File: src/rtl/wb_soc_arbiter_pkg.sv
// Shared Wishbone widths, arbiter FSM encoding and defaults for the SoC bus arbiter.
// Contains package wb_soc_pkg.
package wb_soc_pkg;

   localparam int unsigned WB_ADDR_WIDTH     = 32;
   localparam int unsigned WB_DATA_WIDTH     = 32;
   localparam int unsigned WB_SEL_WIDTH      = WB_DATA_WIDTH / 8;
   localparam int unsigned WB_TIMEOUT_CYCLES = 255;

   typedef enum logic {
      ARB_IDLE = 1'b0,
      ARB_BUSY = 1'b1
   } arb_state_e;

   function automatic int unsigned wb_max(input int unsigned a, input int unsigned b);
      return (a > b) ? a : b;
   endfunction

endpackage

File: src/rtl/wb_soc_arbiter_if.sv
// Bus bundle between the Wishbone masters, the arbiter and the shared slave port.
// Modport slave is the arbiter's view; modport master is the surrounding SoC's view.
interface wb_soc_arbiter_if #(
   parameter int unsigned NUM_MASTERS = 3,
   parameter int unsigned ADDR_WIDTH  = wb_soc_pkg::WB_ADDR_WIDTH,
   parameter int unsigned DATA_WIDTH  = wb_soc_pkg::WB_DATA_WIDTH
);
   localparam int unsigned SEL_WIDTH = DATA_WIDTH / 8;

   // master side
   logic [NUM_MASTERS-1:0]            m_cyc_i;
   logic [NUM_MASTERS-1:0]            m_stb_i;
   logic [NUM_MASTERS-1:0]            m_we_i;
   logic [NUM_MASTERS*ADDR_WIDTH-1:0] m_adr_i;
   logic [NUM_MASTERS*DATA_WIDTH-1:0] m_dat_i;
   logic [NUM_MASTERS*SEL_WIDTH-1:0]  m_sel_i;
   logic [DATA_WIDTH-1:0]             m_dat_o;
   logic [NUM_MASTERS-1:0]            m_ack_o;
   logic [NUM_MASTERS-1:0]            m_err_o;

   // slave side
   logic                              s_cyc_o;
   logic                              s_stb_o;
   logic                              s_we_o;
   logic [ADDR_WIDTH-1:0]             s_adr_o;
   logic [DATA_WIDTH-1:0]             s_dat_o;
   logic [SEL_WIDTH-1:0]              s_sel_o;
   logic [DATA_WIDTH-1:0]             s_dat_i;
   logic                              s_ack_i;
   logic                              s_err_i;

   logic [NUM_MASTERS-1:0]            grant_o;

   modport slave (
      input  m_cyc_i, m_stb_i, m_we_i, m_adr_i, m_dat_i, m_sel_i,
      input  s_dat_i, s_ack_i, s_err_i,
      output m_dat_o, m_ack_o, m_err_o,
      output s_cyc_o, s_stb_o, s_we_o, s_adr_o, s_dat_o, s_sel_o,
      output grant_o
   );

   modport master (
      output m_cyc_i, m_stb_i, m_we_i, m_adr_i, m_dat_i, m_sel_i,
      output s_dat_i, s_ack_i, s_err_i,
      input  m_dat_o, m_ack_o, m_err_o,
      input  s_cyc_o, s_stb_o, s_we_o, s_adr_o, s_dat_o, s_sel_o,
      input  grant_o
   );

endinterface

File: src/rtl/wb_soc_arbiter_picker.sv
// Combinational round-robin picker: first set request bit above 'last', wrapping.
// Kept generic so the interrupt controller can reuse it.
module rr_priority_picker #(
   parameter int unsigned N     = 3,
   parameter int unsigned IDX_W = (N > 1) ? $clog2(N) : 1
) (
   input  logic [N-1:0]     req,
   input  logic [IDX_W-1:0] last,
   output logic [N-1:0]     grant_oh,
   output logic [IDX_W-1:0] grant_idx
);

   always_comb begin
      int unsigned idx;
      logic        found;
      grant_oh  = '0;
      grant_idx = '0;
      found     = 1'b0;
      idx       = 0;
      for (int unsigned off = 1; off <= N; off++) begin
         idx = (32'(last) + off) % N;
         if (!found && req[idx]) begin
            found         = 1'b1;
            grant_oh[idx] = 1'b1;
            grant_idx     = IDX_W'(idx);
         end
      end
   end

endmodule

File: src/rtl/wb_soc_arbiter.sv
// Round-robin Wishbone B3 classic arbiter: one tenure per grant, held while the master's CYC stays high.
// Optional bus watchdog enabled by defining WB_ARB_TIMEOUT_EN.
module wb_soc_arbiter
   import wb_soc_pkg::*;
#(
   parameter int unsigned NUM_MASTERS    = 3,
   parameter int unsigned ADDR_WIDTH     = WB_ADDR_WIDTH,
   parameter int unsigned DATA_WIDTH     = WB_DATA_WIDTH,
   parameter int unsigned TIMEOUT_CYCLES = WB_TIMEOUT_CYCLES
) (
   input logic             clk_i,
   input logic             rst_n_i,
   wb_soc_arbiter_if.slave bus
);

   localparam int unsigned SEL_WIDTH = DATA_WIDTH / 8;
   localparam int unsigned IDX_W     = $clog2(NUM_MASTERS);

   arb_state_e             state;
   logic [NUM_MASTERS-1:0] grant;
   logic [IDX_W-1:0]       last;
   logic [NUM_MASTERS-1:0] pick_oh;
   logic [IDX_W-1:0]       pick_idx;

   logic                   busy;
   logic                   g_cyc;
   logic                   g_stb;
   logic                   g_we;
   logic [ADDR_WIDTH-1:0]  g_adr;
   logic [DATA_WIDTH-1:0]  g_dat;
   logic [SEL_WIDTH-1:0]   g_sel;
   logic                   tmo_hit;

   rr_priority_picker #(
      .N     (NUM_MASTERS),
      .IDX_W (IDX_W)
   ) u_picker (
      .req       (bus.m_cyc_i),
      .last      (last),
      .grant_oh  (pick_oh),
      .grant_idx (pick_idx)
   );

   // 'last' doubles as the index of the current grant while BUSY.
   always_ff @(posedge clk_i or negedge rst_n_i) begin
      if (!rst_n_i) begin
         state <= ARB_IDLE;
         grant <= '0;
         last  <= IDX_W'(NUM_MASTERS - 1);
      end else begin
         case (state)
            ARB_IDLE: begin
               if (|bus.m_cyc_i) begin
                  grant <= pick_oh;
                  last  <= pick_idx;
                  state <= ARB_BUSY;
               end
            end
            ARB_BUSY: begin
               if (!g_cyc) begin
                  grant <= '0;
                  state <= ARB_IDLE;
               end
            end
            default: begin
               grant <= '0;
               state <= ARB_IDLE;
            end
         endcase
      end
   end

   assign busy = (state == ARB_BUSY);

   // AND-OR mux over the one-hot grant; everything is zero when nothing is granted.
   always_comb begin
      g_cyc = 1'b0;
      g_stb = 1'b0;
      g_we  = 1'b0;
      g_adr = '0;
      g_dat = '0;
      g_sel = '0;
      for (int unsigned k = 0; k < NUM_MASTERS; k++) begin
         if (grant[k]) begin
            g_cyc |= bus.m_cyc_i[k];
            g_stb |= bus.m_stb_i[k];
            g_we  |= bus.m_we_i[k];
            g_adr |= bus.m_adr_i[k*ADDR_WIDTH +: ADDR_WIDTH];
            g_dat |= bus.m_dat_i[k*DATA_WIDTH +: DATA_WIDTH];
            g_sel |= bus.m_sel_i[k*SEL_WIDTH +: SEL_WIDTH];
         end
      end
   end

`ifdef WB_ARB_TIMEOUT_EN
   localparam int unsigned TMO_W = wb_max(8, $clog2(TIMEOUT_CYCLES + 1));

   logic [TMO_W-1:0] tmo_cnt;

   assign tmo_hit = busy && (tmo_cnt == TMO_W'(TIMEOUT_CYCLES));

   always_ff @(posedge clk_i or negedge rst_n_i) begin
      if (!rst_n_i) begin
         tmo_cnt <= '0;
      end else if (!busy || bus.s_ack_i || bus.s_err_i || tmo_hit) begin
         tmo_cnt <= '0;
      end else if (g_stb) begin
         tmo_cnt <= tmo_cnt + 1'b1;
      end
   end
`else
   logic unused_tmo;

   assign tmo_hit    = 1'b0;
   assign unused_tmo = ^TIMEOUT_CYCLES;
`endif

   assign bus.s_cyc_o = g_cyc & ~tmo_hit;
   assign bus.s_stb_o = g_stb & ~tmo_hit;
   assign bus.s_we_o  = g_we;
   assign bus.s_adr_o = g_adr;
   assign bus.s_dat_o = g_dat;
   assign bus.s_sel_o = g_sel;

   assign bus.m_ack_o = grant & {NUM_MASTERS{bus.s_ack_i}};
   assign bus.m_err_o = grant & {NUM_MASTERS{bus.s_err_i | tmo_hit}};
   assign bus.m_dat_o = busy ? bus.s_dat_i : '0;
   assign bus.grant_o = grant;

endmodule

File: src/flat_wrapper.sv
// flat-port wrapper written by rule: the top's interface ports become plain ports
module wb_soc_arbiter_flat import wb_soc_pkg::*;
#(
   parameter int unsigned NUM_MASTERS    = 3,
   parameter int unsigned ADDR_WIDTH     = WB_ADDR_WIDTH,
   parameter int unsigned DATA_WIDTH     = WB_DATA_WIDTH,
   parameter int unsigned TIMEOUT_CYCLES = WB_TIMEOUT_CYCLES
)
  (clk_i, rst_n_i, bus_m_cyc_i, bus_m_stb_i, bus_m_we_i, bus_m_adr_i, bus_m_dat_i, bus_m_sel_i, bus_s_dat_i, bus_s_ack_i, bus_s_err_i, bus_m_dat_o, bus_m_ack_o, bus_m_err_o, bus_s_cyc_o, bus_s_stb_o, bus_s_we_o, bus_s_adr_o, bus_s_dat_o, bus_s_sel_o, bus_grant_o);
  wb_soc_arbiter_if #(.NUM_MASTERS(NUM_MASTERS), .ADDR_WIDTH(ADDR_WIDTH), .DATA_WIDTH(DATA_WIDTH)) bus_i ();
  input logic clk_i;
  input logic rst_n_i;
  input wire logic [$bits(bus_i.m_cyc_i)-1:0] bus_m_cyc_i;
  input wire logic [$bits(bus_i.m_stb_i)-1:0] bus_m_stb_i;
  input wire logic [$bits(bus_i.m_we_i)-1:0] bus_m_we_i;
  input wire logic [$bits(bus_i.m_adr_i)-1:0] bus_m_adr_i;
  input wire logic [$bits(bus_i.m_dat_i)-1:0] bus_m_dat_i;
  input wire logic [$bits(bus_i.m_sel_i)-1:0] bus_m_sel_i;
  input wire logic [$bits(bus_i.s_dat_i)-1:0] bus_s_dat_i;
  input wire logic [$bits(bus_i.s_ack_i)-1:0] bus_s_ack_i;
  input wire logic [$bits(bus_i.s_err_i)-1:0] bus_s_err_i;
  output wire logic [$bits(bus_i.m_dat_o)-1:0] bus_m_dat_o;
  output wire logic [$bits(bus_i.m_ack_o)-1:0] bus_m_ack_o;
  output wire logic [$bits(bus_i.m_err_o)-1:0] bus_m_err_o;
  output wire logic [$bits(bus_i.s_cyc_o)-1:0] bus_s_cyc_o;
  output wire logic [$bits(bus_i.s_stb_o)-1:0] bus_s_stb_o;
  output wire logic [$bits(bus_i.s_we_o)-1:0] bus_s_we_o;
  output wire logic [$bits(bus_i.s_adr_o)-1:0] bus_s_adr_o;
  output wire logic [$bits(bus_i.s_dat_o)-1:0] bus_s_dat_o;
  output wire logic [$bits(bus_i.s_sel_o)-1:0] bus_s_sel_o;
  output wire logic [$bits(bus_i.grant_o)-1:0] bus_grant_o;
  assign bus_i.m_cyc_i = bus_m_cyc_i;
  assign bus_i.m_stb_i = bus_m_stb_i;
  assign bus_i.m_we_i = bus_m_we_i;
  assign bus_i.m_adr_i = bus_m_adr_i;
  assign bus_i.m_dat_i = bus_m_dat_i;
  assign bus_i.m_sel_i = bus_m_sel_i;
  assign bus_i.s_dat_i = bus_s_dat_i;
  assign bus_i.s_ack_i = bus_s_ack_i;
  assign bus_i.s_err_i = bus_s_err_i;
  assign bus_m_dat_o = bus_i.m_dat_o;
  assign bus_m_ack_o = bus_i.m_ack_o;
  assign bus_m_err_o = bus_i.m_err_o;
  assign bus_s_cyc_o = bus_i.s_cyc_o;
  assign bus_s_stb_o = bus_i.s_stb_o;
  assign bus_s_we_o = bus_i.s_we_o;
  assign bus_s_adr_o = bus_i.s_adr_o;
  assign bus_s_dat_o = bus_i.s_dat_o;
  assign bus_s_sel_o = bus_i.s_sel_o;
  assign bus_grant_o = bus_i.grant_o;
  wb_soc_arbiter #(.NUM_MASTERS(NUM_MASTERS), .ADDR_WIDTH(ADDR_WIDTH), .DATA_WIDTH(DATA_WIDTH), .TIMEOUT_CYCLES(TIMEOUT_CYCLES)) u_core (.clk_i(clk_i), .rst_n_i(rst_n_i), .bus(bus_i));
endmodule
File: config.mk
export PLATFORM = sky130hd
export DESIGN_NAME = wb_soc_arbiter_flat
export DESIGN_NICKNAME = d
export VERILOG_FILES = /design/src/rtl/wb_soc_arbiter_pkg.sv /design/src/rtl/wb_soc_arbiter_if.sv /design/src/rtl/wb_soc_arbiter_picker.sv /design/src/rtl/wb_soc_arbiter.sv /design/src/flat_wrapper.sv
export SDC_FILE = /design/constraint.sdc
export NUM_CORES = 1
export LEC_CHECK = 0
export BUFFER_PORTS_ARGS = -buffer_cell sky130_fd_sc_hd__buf_2
export CAP_MARGIN = 40
export CORE_AREA = 2 2 141 143
export DETAILED_ROUTE_END_ITERATION = 7
export DIE_AREA = 0 0 143 145
export PLACE_DENSITY = 0.35
export SYNTH_ARGS = -nofsm -noshare
export SYNTH_HDL_FRONTEND = slang
export SYNTH_HIERARCHICAL = 1
export SYNTH_SLANG_ARGS = --single-unit
File: constraint.sdc
create_clock -name clk_i -period 3.21 [get_ports clk_i]
set_input_delay 0.321 -clock clk_i [delete_from_list [all_inputs] [get_ports clk_i]]
set_output_delay 0.321 -clock clk_i [all_outputs]
set_load 0.1 [all_outputs]
== Yosys cells after proc, flatten, opt, wreduce, memory -nomap -nowiden ==
Index checks and enable logic that the tools add are counted.
Operators by class
  order comparisons: 6
  reduce and logical (&&, ||, !) cells: 10
  bitwise operators: 17
  divide/modulo/power cells: 3
  eq/ne operators: 2
  mux-type cells: 45
  add/subtract/negate cells: 3
Operators with widths (count)
  32-bit two-way mux: 7
  32-bit bitwise OR: 4
  32-bit by 1-bit >= comparator with 1-bit output (second input constant): 3
  32-bit by 3-bit less-than comparator with 1-bit output (second input constant): 3
  32-bit by 2-bit remainder unit with 32-bit output (second input constant): 3
  1-bit two-way mux: 19
  3-bit two-way mux: 5
  4-bit two-way mux: 3
  4-bit bitwise OR: 2
  2-bit by 2-bit adder with 3-bit output (second input constant): 2
  3-bit bitwise AND: 2
  1-bit binary-select mux with 2-bit select: 3
  1-bit demux with 2-bit select: 3
  2-bit two-way mux: 3
  1-bit bitwise OR: 6
  3-bit bitwise OR: 2
  3-bit one-hot mux with 2 select lines: 1
  1-bit logical AND: 5
  2-bit AND reduction: 2
  2-bit by 1-bit adder with 3-bit output (second input constant): 1
  3-bit OR reduction: 1
  1-bit logical NOT: 2
  2-bit by 1-bit != test with 1-bit output (second input constant): 1
  2-bit != test (second input constant): 1
  2 further kinds: 2
Word-level totals
  logic and storage cells: 89
  flip-flop bits (word level): 6
  input bits: 249
  output and inout bits: 112

== Logic depth before layout (Yosys ltp) ==
  word-level depth: 13
  depth in mapped cells: 7
  gate-level depth less buffers: 7

== Cells and area by module ==
The synthesis kept the hierarchy.
Modules (own cells, without submodules)
  wb_soc_arbiter: area an instance 1566.5 µm², cells an instance 224, instances 1, sequential area each 151.4 µm²
  rr_priority_picker: area an instance 259.0 µm², cells an instance 35, instances 1, sequential area each 0.0 µm²

== Worst setup path before layout ==
OpenSTA, ideal clock, no wires.
  path kind: reg-to-output
  start point: register u_core.grant[2], in the netlist u_core/bus.grant_o[2]
  end point: output bus_m_ack_o[2]
  arrival: 2.295 ns
  slack: 0.594 ns
  cell stages (with the launch flop): 4
  required time: 2.889 ns
  buffers on the path: 2
  cells stage by stage: dfrtp_1 buf_2 clkbuf_1 and2_1
Between the ends
  longest elaborated chain between the ends: 1
Ends and longest elaborated chain
  from (decl): RTL line wb_soc_arbiter.sv:20  | logic [NUM_MASTERS-1:0] grant;
  from (signal assigned): RTL line wb_soc_arbiter.sv:54  | grant <= pick_oh;
  3-bit bitwise AND: RTL line wb_soc_arbiter.sv:125  | assign bus.m_ack_o = grant & {NUM_MASTERS{bus.s_ack_i}};
  to (decl): RTL line flat_wrapper.sv:23  | output wire logic [$bits(bus_i.m_ack_o)-1:0] bus_m_ack_o;
Every way passes these cells.

== Worst setup path after layout ==
  start point: register u_core.grant[1], in the netlist u_core/bus.grant_o[1]
  end point: output bus_s_adr_o[27]
Between the ends
  longest elaborated chain between the ends: 3
Ends and longest elaborated chain
  32-bit two-way mux *: RTL line wb_soc_arbiter.sv:84  | if (grant[k]) begin
  32-bit bitwise OR: RTL line wb_soc_arbiter.sv:88  | g_adr |= bus.m_adr_i[k*ADDR_WIDTH +: ADDR_WIDTH];
  32-bit two-way mux *: RTL line wb_soc_arbiter.sv:84
  to (decl): RTL line flat_wrapper.sv:28  | output wire logic [$bits(bus_i.s_adr_o)-1:0] bus_s_adr_o;
Mark *: on every way between the ends. The rest lies on a longest branch, timed or not.

==> summary.md <==
| Metric | Value |
|---|---|
| Status | finished, violations left |
| Failing checks | DRC |
| Async SR Flop Fraction | 1.00 |
| Worst setup margin | 867 ps |
| Drt total wl | 12,800 um |
| Die area | 20,700 um^2 |
| Most frequent cell after synthesis | inv_1 |
| Post-synthesis cell area | 1830 um^2 |
| Seq cells post-synth | 6 |
| RSZ-0062 raised after global routing | no |
| Number of flops mapped to enable cells by yosys | 0 |
| Crit Path Max Fanout | 43 |
| WL/cell | 14.7 um |
| Seq/Total Area, Yosys | 0.0829 |
| Placed cells | 862 |
| H-tree levels | 1 |
| Antenna violations before repair | 0 |
| Residual DRC | 11 |
| Slew @ Worst Pin | 811 ps |
| Final setup violation count | 0 |
| Crit Path Category | reg2out |
| Core ar. | 19,200 um^2 |
| Worst-path clk slew | 30 ps |
| Worst Path Required | 2890 ps |
| Buffers on Ports | 360 |
| Area Growth Syn to Fin | 118% |
| Gr usage total | 0.109 |
| Max incr delay on CP | 790 ps |
| Die Span Y | 145 um |
| Slew HR | 0.459 |
| Filler cell count | 2,242 |
| Slowest stage cell, crit path | dfrtp_2 |
| Skew-Pair Late Insertion Delay | 230 ps |
| Antenna diodes | 0 |
| Top post-synthesis cells by area | a222oi_1 39%, inv_1 16%, and2_1 13%, dfrtp_1 6.9%, buf_2 4.1% |
| Synth area leader | a222oi_1 |
| Worst Hold Class | in2async |
| Number of CTS-inserted buffers | 3 |
| Final antenna-violating net count | 0 |
| Worst-path cell chain | buf_12, a222oi_1, inv_1, buf_2 |
| Via-to-Cell Ratio | 4.10 |
| Global-route wire length before repair | 18,300 um |
| Gr ovfl total | 0 |
| Area of the multi-input gates | 1260 um^2 |
| Clk_skew | 2.77 ps |
| Register Area | 155 um^2 |
| TNS Setup | 0 ps |
| Slew Limit Fails | 0 |
| Gpl congestion | 0.848 |
| Delay-heaviest family, CP | buffers and inverters |
| CTS root buffer | clkbuf_16 |
| Final hold vios | 0 |
| Max frequency | 427 MHz |
| CP Buf/Inv Count | 3 |
| Via count | 3,559 |
| Commonest cells post-synth | 78 x inv_1, 71 x a222oi_1, 38 x and2_1, 15 x buf_2, 8 x clkbuf_1 |
| CTS tree | built |
| Drt initial violations | 407 |
| Initial DRT Pass Iterations | 8 |
| Crit path launch | u_core/bus.grant_o[1] |
| Fin crit period | 2340 ps |
| Yosys top cell area share | 0.389 |
| Initial Util | 0.0950 |
| CTS Buffer Depth | 2 |
| Share of cells above drive strength 1 | 0.628 |
| Total clock sinks | 6 |
| R2r startpoint | u_core/last[0] |
| # Max-Cap Violations | 0 |
| Fin nets | 856 |
| Vias in the first global route | 3,409 |
| Distinct cells, synth | 29 |
| Final worst-path cycle share | 0.730 |
| DIE WIDTH | 143 um |
| Worst Path Arrival | 2020 ps |
| HPWL Detailed | 10,700 um |
| Non-Filler Instances | 867 |
| Total I/O pin count | 361 |
| Hold WS | 460 ps |
| Syn avg cell area | 7.05 um^2 |
| Setup WS pre-CTS | 1060 ps |
| Largest net degree at the start of global routing | 44 |
| Yosys warnings | 6 |
| CP endpoint kind | output pin |
| Post-Synthesis Cells | 259 |
| Top FF cell, synth | dfrtp_1 |
| Synth Net Count | 512 |
| Num rows | 51 |
| Startpoint type of the worst setup path | flip-flop |
final timing paths:
path                            cells after the start               endpoint  slack, ps
worst min-delay path                                2            u_core/busy        460
max in group asynchronous                           2         u_core/last[1]       2530
worst max register to register                      7  u_core/bus.grant_o[2]       1160
worst min register to register                      1         u_core/last[0]        600
min in group clk_i                                  3            u_core/busy        490
worst max-delay path                                4        bus_s_adr_o[27]        870
metrics by stage:
step                      utilization  instance area [um^2]
after CTS                       0.207                  3980
after global routing            0.207                  3980
final                           0.207                  3980
after floorplan                     -                  1830
after global placement          0.203                  3890
after detailed placement        0.203                  3890
layout make-up:
cell class | instances | share of cell area
multi-input cells | 148 | 0.317
repair buffers | 366 | 0.468
well taps | 265 | 0.0833
flip-flops and latches | 6 | 0.0390
inverters | 78 | 0.0735
clock buffers | 4 | 0.0198
registers in the layout, indices dropped and copies added, names as in the netlist:
signal	count
u_core/bus.grant_o	3
u_core/last	2
u_core/busy	1
cells by family after synthesis:
kind of cell             count (synthesis)  share of synthesized area
AO/OA/AOI/OAI                           91                      0.469
AND/OR/NAND/NOR                         46                      0.154
multiplexers                             7                     0.0411
adder cells (fa/ha/maj)                  4                     0.0274
flip-flops                               6                     0.0829
buffers and inverters                  105                      0.226
cells in the final DEF (no fill, tap or decap), types with 2 or more instances in the layout:
cell type and n:
inv_1 78, a222oi_1 71, nand2_1 2, buf_2 360
and2_1 38, a21oi_1 3, mux2i_1 3, ha_1 4
clkbuf_16 3, o31ai_1 2, mux2_2 4, o21ai_0 3
a22o_1 3, dfrtp_1 2, o22ai_1 3, dfrtp_2 3
buf_4 4
per-layer routing:
| metal | up-vias | track usage | wire length (um) |
|---|---|---|---|
| li1 | 1689 | - | - |
| met5 | - | 0 | 0 |
| met4 | 0 | 0.0149 | 84 |
| met1 | 1631 | 0.131 | 4950 |
| met3 | 8 | 0.0201 | 1300 |
| met2 | 231 | 0.203 | 6420 |
timing repair:
item | in CTS | in global routing
endpoints found under the hold margin | 5 | 0
buffers inserted | 0 | 0
gates resized for setup | 0 | 0
hold buffers | 1 | 0
Power is not shown: default switching activity piles up to over one toggle a cycle in this logic, so the estimate is an artifact.
